File: config.mk
export PLATFORM = sky130hd
export DESIGN_NAME = seq_chunk_subtractor
export DESIGN_NICKNAME = d
export VERILOG_FILES = /design/src/rtl/seq_chunk_subtractor_pkg.sv /design/src/rtl/seq_chunk_subtractor_sub_chunk.sv /design/src/rtl/seq_chunk_subtractor.sv
export SDC_FILE = /design/constraint.sdc
export NUM_CORES = 1
export LEC_CHECK = 0
export BUFFER_PORTS_ARGS = -buffer_cell sky130_fd_sc_hd__buf_2
export CAP_MARGIN = 20
export CELL_PAD_IN_SITES_DETAIL_PLACEMENT = 1
export CELL_PAD_IN_SITES_GLOBAL_PLACEMENT = 1
export CORE_ASPECT_RATIO = 2
export CORE_MARGIN = 2
export CORE_UTILIZATION = 30
export CTS_CLUSTER_DIAMETER = 100
export DETAILED_ROUTE_END_ITERATION = 10
export PLACE_DENSITY = 0.71
export RECOVER_POWER = 100
export SLEW_MARGIN = 20
export SYNTH_ARGS = -nofsm -noshare
export SYNTH_HDL_FRONTEND = slang
export SYNTH_HIERARCHICAL = 1
export SYNTH_SLANG_ARGS = --single-unit
File: constraint.sdc
create_clock -name Clock -period 21.9 [get_ports Clock]
set_input_delay 4.38 -clock Clock [delete_from_list [all_inputs] [get_ports Clock]]
set_output_delay 4.38 -clock Clock [all_outputs]
set_load 0.05 [all_outputs]
File: src/rtl/seq_chunk_subtractor_pkg.sv
// Shared types and elaboration helpers for the chunked multi-cycle subtractor.
package seq_chunk_subtractor_pkg;

    typedef enum logic [1:0] {
        IDLE = 2'd0,
        RUN  = 2'd1,
        DONE = 2'd2
    } state_e;

    function automatic int num_chunks(input int data_wid, input int chunk_wid);
        return data_wid / chunk_wid;
    endfunction

    // A single-chunk configuration still needs a 1-bit index register.
    function automatic int idx_width(input int n);
        return (n > 1) ? $clog2(n) : 1;
    endfunction

endpackage

File: src/rtl/seq_chunk_subtractor_sub_chunk.sv
// Combinational subtract slice: A + ~B + ~BorrowIn, borrow reported as inverted carry.
module seq_chunk_subtractor_sub_chunk #(
    parameter int WID = 16
) (
    input  logic [WID-1:0] A,
    input  logic [WID-1:0] B,
    input  logic           BorrowIn,
    output logic [WID-1:0] Diff,
    output logic           BorrowOut
);

    logic [WID-1:0] b_inv;
    logic [WID:0]   carry;

    assign b_inv = ~B;

    always_comb begin
        carry[0] = ~BorrowIn;
        for (int i = 0; i < WID; i++) begin
            Diff[i]      = A[i] ^ b_inv[i] ^ carry[i];
            carry[i + 1] = (A[i] & b_inv[i]) | (A[i] & carry[i]) | (b_inv[i] & carry[i]);
        end
    end

    assign BorrowOut = ~carry[WID];

endmodule

File: src/rtl/seq_chunk_subtractor.sv
// Multi-cycle subtractor: CHUNK_WID bits per clock, borrow registered between chunks,
// valid/ready handshakes on both sides.
module seq_chunk_subtractor
    import seq_chunk_subtractor_pkg::*;
#(
    parameter int DATA_WID  = 64,
    parameter int CHUNK_WID = 16
) (
    input  logic                Clock,
    input  logic                Reset_n,
    input  logic                InValid,
    output logic                InReady,
    input  logic [DATA_WID-1:0] Minuend,
    input  logic [DATA_WID-1:0] Subtrahend,
    input  logic                BorrowInput,
    output logic                OutValid,
    input  logic                OutReady,
    output logic [DATA_WID-1:0] Difference,
    output logic                BorrowOutput,
    output logic                Overflow
);

    localparam int              NUM_CHUNKS = num_chunks(DATA_WID, CHUNK_WID);
    localparam int              IDX_W      = idx_width(NUM_CHUNKS);
    localparam logic [IDX_W-1:0] LAST_IDX  = IDX_W'(NUM_CHUNKS - 1);
    localparam int              MSB        = DATA_WID - 1;

    generate
        if (DATA_WID % CHUNK_WID != 0) begin : g_bad_chunk_wid
            $error("seq_chunk_subtractor: DATA_WID must be a multiple of CHUNK_WID");
        end
    endgenerate

    state_e              state_q, state_d;
    logic [IDX_W-1:0]    idx_q, idx_d;
    logic                borrow_q, borrow_d;
    logic [DATA_WID-1:0] a_q, a_d;
    logic [DATA_WID-1:0] b_q, b_d;
    logic [DATA_WID-1:0] res_q, res_d;
    logic                borrow_out_q, borrow_out_d;
    logic                overflow_q, overflow_d;

    logic [CHUNK_WID-1:0] chunk_a, chunk_b, chunk_diff;
    logic                 chunk_borrow;

    assign chunk_a = a_q[idx_q * CHUNK_WID +: CHUNK_WID];
    assign chunk_b = b_q[idx_q * CHUNK_WID +: CHUNK_WID];

    seq_chunk_subtractor_sub_chunk #(
        .WID (CHUNK_WID)
    ) u_sub_chunk (
        .A         (chunk_a),
        .B         (chunk_b),
        .BorrowIn  (borrow_q),
        .Diff      (chunk_diff),
        .BorrowOut (chunk_borrow)
    );

    always_comb begin
        // NOTE: every variable gets its hold value first so no path through the case leaves one unassigned, which would infer a latch.
        state_d      = state_q;
        idx_d        = idx_q;
        borrow_d     = borrow_q;
        a_d          = a_q;
        b_d          = b_q;
        res_d        = res_q;
        borrow_out_d = borrow_out_q;
        overflow_d   = overflow_q;

        unique case (state_q)
            IDLE: begin
                if (InValid) begin
                    a_d      = Minuend;
                    b_d      = Subtrahend;
                    borrow_d = BorrowInput;
                    idx_d    = '0;
                    state_d  = RUN;
                end
            end
            RUN: begin
                res_d[idx_q * CHUNK_WID +: CHUNK_WID] = chunk_diff;
                borrow_d = chunk_borrow;
                idx_d    = idx_q + IDX_W'(1);
                if (idx_q == LAST_IDX) begin
                    state_d      = DONE;
                    borrow_out_d = chunk_borrow;
                    // The top chunk's MSB is the result sign bit.
                    overflow_d   = (a_q[MSB] != b_q[MSB]) && (chunk_diff[CHUNK_WID-1] != a_q[MSB]);
                end
            end
            DONE: begin
                if (OutReady) begin
                    state_d = IDLE;
                end
            end
            default: state_d = IDLE;
        endcase
    end

    // NOTE: sequential state uses non-blocking assignments so every flop samples pre-edge values regardless of statement order.
    always_ff @(posedge Clock) begin
        if (!Reset_n) begin
            state_q      <= IDLE;
            idx_q        <= '0;
            borrow_q     <= 1'b0;
            res_q        <= '0;
            borrow_out_q <= 1'b0;
            overflow_q   <= 1'b0;
        end else begin
            state_q      <= state_d;
            idx_q        <= idx_d;
            borrow_q     <= borrow_d;
            res_q        <= res_d;
            borrow_out_q <= borrow_out_d;
            overflow_q   <= overflow_d;
        end
    end

    // NOTE: operand registers are pure datapath, always loaded on accept before use, so they carry no reset.
    always_ff @(posedge Clock) begin
        a_q <= a_d;
        b_q <= b_d;
    end

    assign InReady      = (state_q == IDLE) && Reset_n;
    assign OutValid     = (state_q == DONE);
    assign Difference   = res_q;
    assign BorrowOutput = borrow_out_q;
    assign Overflow     = overflow_q;

endmodule
---- Word-level counts from Yosys, hierarchy flattened ----
Cells that the tools add are included.
word-level totals
  flip-flop bits (word level) ............. 199
  latch bits .............................. 0
  bits in writable memories ............... 0
  memory bits (read-only) ................. 0
  input port bits ......................... 133
  memories kept ........................... 0
operators by class
  add/subtract/negate cells ............... 2
  multiply operators ...................... 0
  div/mod/pow operators ................... 0
  order comparisons ....................... 0
  equal/unequal tests ..................... 8
  shifts and indexed selects .............. 4
  mux-type cells .......................... 9
  bitwise operators ....................... 115
  reductions and logical operators ........ 8
operators with widths
  operator                  number
  $shiftx 64x7->16          2
  $bwmux 64                 1
  $shift 16x34->64 const A  1
  $shiftx 16x34->64         1
  $and 1x1->1               48
  $neg 6->34                1
  $or 1x1->1                32
  $xor 1x1->1               32
  $not 16->16               1
  $mux 2                    4
  $pmux 2 s3                1
  $reduce_and 2->1          3
  $eq 2x2->1 const B        2
  $ne 2x2->1 const B        2
  $pmux 2 s2                1
  $reduce_and 3->1          1
  $add 2x1->2 const B       1
  $eq 2x1->1 const B        1
  $logic_and 1x1->1         2
  $logic_not 2->1           1
  $ne 1x1->1                2
  $ne 2x1->1 const B        1
  $not 1->1                 2
  $pmux 1 s2                1
  other kinds (2)           2

---- Longest topological paths before layout ----
  depth in word-level cells ............... 52
  mapped depth ............................ 24
  mapped depth without buffers ............ 22

---- Cells and area by module ----
The synthesis kept the hierarchy.
modules (own cells, without submodules)
  module                          instances  cells each  area each (µm²)  sequential area each (µm²)
  seq_chunk_subtractor            1          414         7181.9           5265.0
  seq_chunk_subtractor_sub_chunk  1          48          440.4            0.0

---- Worst setup path before layout ----
No wires, ideal clock.
  path type ............................... input to register
  from .................................... in InValid
  to ...................................... reg a_q[0] (enable)
  library setup time ...................... 0.797 ns
  data arrival time ....................... 13.534 ns
  required time ........................... 21.103 ns
  setup slack ............................. 7.569 ns
  cell stages on the path ................. 1
  path buffers ............................ 0
  cells stage by stage .................... nor3b_1
between the ends
  longest elaborated chain between the ends .. 1
ends and longest elaborated chain
  what                               RTL line                     source
  from (decl)                        seq_chunk_subtractor.sv:11   input logic InValid,
  $reduce_and 2->1 (no source line)  n/a
  to (signal assigned)               seq_chunk_subtractor.sv:121  a_q <= a_d;
  to (decl)                          seq_chunk_subtractor.sv:37   logic [DATA_WID-1:0] a_q, a_d;
Every way passes these cells.
A chain may end at the register's enable or synchronous reset.

---- Final worst setup path ----
  from .................................... in Reset_n
  to ...................................... out InReady
between the ends
  longest elaborated chain between the ends .. 1
ends and longest elaborated chain
  what               RTL line                     source
  from (decl)        seq_chunk_subtractor.sv:10   input logic Reset_n,
  $logic_and 1x1->1  seq_chunk_subtractor.sv:125  assign InReady = (state_q == IDLE) && Reset_n;
  to (decl)          seq_chunk_subtractor.sv:12   output logic InReady,
Every way passes these cells.

==> metrics.md <==
| Metric | Value |
|---|---|
| Slew at the pin closest to its max-slew limit | `3.807 ns` |
| Antenna violations before repair | `2` |
| Drt wl/cell | `18.71 um` |
| Tcrit/Tclk final | `0.5168` |
| RePlAce Congestion | `0.7698` |
| Critical R2R Capture | `Difference[31]` |
| Syn_nets | `616` |
| Worst path slowest cell | `clkbuf_1` |
| Hold crit path type | `register to register` |
| Die outline area | `0.02678 mm2` |
| DP HPWL | `14.00 mm` |
| Post-synthesis sequential area ratio | `0.6907` |
| Sw power | `203.9 uW` |
| Synth-to-Final Area Change | `23.42%` |
| First-pass GRT wire length | `28.35 mm` |
| Via Count | `4537` |
| Clock sinks | `199` |
| WP data required | `17.52 ns` |
| Place WS | `11.81 ns` |
| Post_cts resized | `0` |
| Hold Path Cell Cnt | `2` |
| Global route overflow | `0` |
| Final Hold Viols | `0` |
| Area leader, netlist | `edfxtp_1` |
| Dominant synthesized flop cell | `edfxtp_1` |
| Setup crit start kind | `primary input` |
| RSZ-0062 raised after global routing | `no` |
| FMAX | `88.35 MHz` |
| VDD IR-drop max | `67.05 uV` |
| Min-delay src | `Difference[21]` |
| Final WS setup | `10.58 ns` |
| Post-Syn Area | `0.007622 mm2` |
| Sw Share | `0.2434` |
| FF-to-FF path depth | `20` |
| Top cells by area, synth | `edfxtp_1, dfxtp_1, mux4_2` |
| Cell mode on critical path | `clkbuf_1` |
| # Post-CTS Setup Buffers | `0` |
| CTS Hold Buffers Added | `0` |
| Max_cap viols | `5` |
| Total Routed Length | `18.90 mm` |
| Worst Skew | `0.006499 ns` |
| Boundary Pins | `201` |
| Comb pwr share | `0.114` |
| Final ANT Viol Nets | `0` |
| Clk pwr share | `0.377` |
| Largest net degree at the start of global routing | `74` |
| Seq cells post-synth | `199` |
| DRC viols | `0` |
| CP top delay family | `buffers and inverters` |
| Final nets | `814` |
| CP Capture Type | `primary output` |
| Tmin final | `11.32 ns` |
| DRT Pass-1 Iters | `4` |
| R2R Setup Slk | `13.57 ns` |
| Most numerous cell in the Yosys netlist | `edfxtp_1` |
| Row cnt | `82` |
| Sequential share of power | `0.509` |
| Register area | `0.005266 mm2` |
| Clock Tree Buf Depth | `2` |
| Async set or reset register ratio after synthesis | `0` |
| Syn Area/Cell | `16.50 um2` |
| Post-synth EDFFs | `128` |
| PD cells | `89.04 mW/mm2` |
| Total GRT Usage | `0.1468` |
| Yosys Warn Count | `6` |
| Fin. max-slew vios | `225` |
| FF-to-FF Start | `idx_q[0]` |
| CP Cell Sequence | `clkbuf_1 > nor3b_1 > clkbuf_1` |
| Cts bufs inserted | `17` |
| Port buffer count | `200` |
| CP max stage delay | `1.75 ns` |
| Vias per cell | `4.492` |
| Crit path DAT | `6.94 ns` |
| CTS tree | `yes` |
| Vias in the first global route | `5018` |
| Cell count after synthesis | `462` |
| H-tree Lvls | `4` |
| DRT iter0 DRCs | `242` |
| Die height | `229.4 um` |
| Int Pwr | `633.8 uW` |
| Setup TNS Final | `0 ns` |
| Fill cell count | `2758` |
| Multi-input gate area | `0.002059 mm2` |
| Core area | `0.02503 mm2` |
| Violated checks | `capacitance limit, slew limit` |
| Share of layout cells above drive strength 1 | `0.2917` |
| Starting Density | `0.3045` |
| Relative slew slack | `-1.538` |
| Setup-failing EPs final | `0` |
| CP Max Fanout | `59` |
| Worst Path Buf+Inv | `2` |
| Leak | `0.003486 uW` |
| Synth cell types | `35` |
| Root Buffer Master | `clkbuf_16` |
| Yosys top cell area share | `0.5043` |
| Post-synth top cells | `edfxtp_1, dfxtp_1, nand2_1` |
| Clk slew on worst S/H paths | `0.07 ns` |
| Die width | `116.7 um` |
| CP Class | `primary input to primary output` |
| Clock latency at the later pin of the worst-skew pair | `0.44 ns` |
| Hold EP | `Difference[21]` |
| Outcome | `complete, but fails checks` |
==> power by group through the flow <==
stage / sequential (uW) / combinational, uW / clock (uW)
3_5_place_dp: 434 / 100 / 0
6_report: 426 / 95.7 / 316
4_1_cts: 425 / 100 / 325
2_1_floorplan: 444 / 54.0 / 0
3_3_place_gp: 433 / 98.5 / 0
5_1_grt: 428 / 109 / 339
==> worst max path at each step <==
| stage | to | from | cells after the start |
|---|---|---|---|
| after floorplan | a_q[0] | InValid | 1 |
| after global placement | InReady | Reset_n | 3 |
| after detailed placement | InReady | Reset_n | 3 |
| after CTS | InReady | Reset_n | 3 |
| after global routing | InReady | Reset_n | 3 |
| final | InReady | Reset_n | 3 |
==> layer usage <==
metal	share of wire	wire, um	global-route usage	vias up
met5	0	0	0	-
met4	0.030	559	0.07169	0
met3	0.037	703	0.03123	30
met2	0.59	11090	0.2771	134
met1	0.35	6544	0.1459	2243
li1	-	-	-	2130
==> area by class of cell <==
cell class | instances | share of cell area
diodes | 2 | 0.0005320
clock buffers | 19 | 0.04602
inverters | 36 | 0.01436
well taps | 336 | 0.04469
flip-flops and latches | 199 | 0.5598
multi-input cells | 201 | 0.2189
repair buffers | 205 | 0.09961
clock inverters | 12 | 0.01609
==> layout by cell type, fill, tap and decap left out, types with 4 or more instances in the layout <==
cell         n
a22o_1      27
a22o_2       5
buf_2      122
clkbuf_1    82
clkbuf_16   17
dfxtp_1     70
edfxtp_1   128
fa_1        16
ha_1         5
inv_1       36
mux4_2      31
nand2_1     51
nor2b_1      6
nor3b_1      4
o22ai_1     32
==> worst min-delay path: stages, from the launching register on <==
cell	delay (ns)
dfxtp_1	0.31
nand2_1	0.05
o22ai_1	0.06
==> flip-flops by register name (all words and copies together) (netlist names) <==
| signal | cells |
|---|---|
| Difference | 64 |
| state_q | 2 |
| BorrowOutput | 1 |
| a_q | 64 |
| idx_q | 2 |
| borrow_q | 1 |
| Overflow | 1 |
| b_q | 64 |
==> kinds of logic (layout without fill, tap and decap cells) <==
logic type,Yosys count,after routing,synth area share
compound gates,73,73,0.07321
flops,199,199,0.6907
simple gates,72,72,0.05122
mux,35,35,0.09898
buf+inv,62,272,0.03562
fa+ha+maj,21,21,0.05023
other cells,0,2,0
==> metrics by stage <==
stage	cells	total power, uW	instance area (um2)	utilization	hold slack, ns
after floorplan	462	497.8	7622	-	0.5430
after global placement	976	531.0	8945	0.3573	0.4506
after detailed placement	976	533.8	8945	0.3573	0.4578
after CTS	1007	851.1	9529	0.3806	0.4678
after global routing	1010	875.3	9408	0.3758	0.4895
final	1010	837.7	9408	0.3758	0.4676
Note: power is estimated with default switching activity, not from simulation.
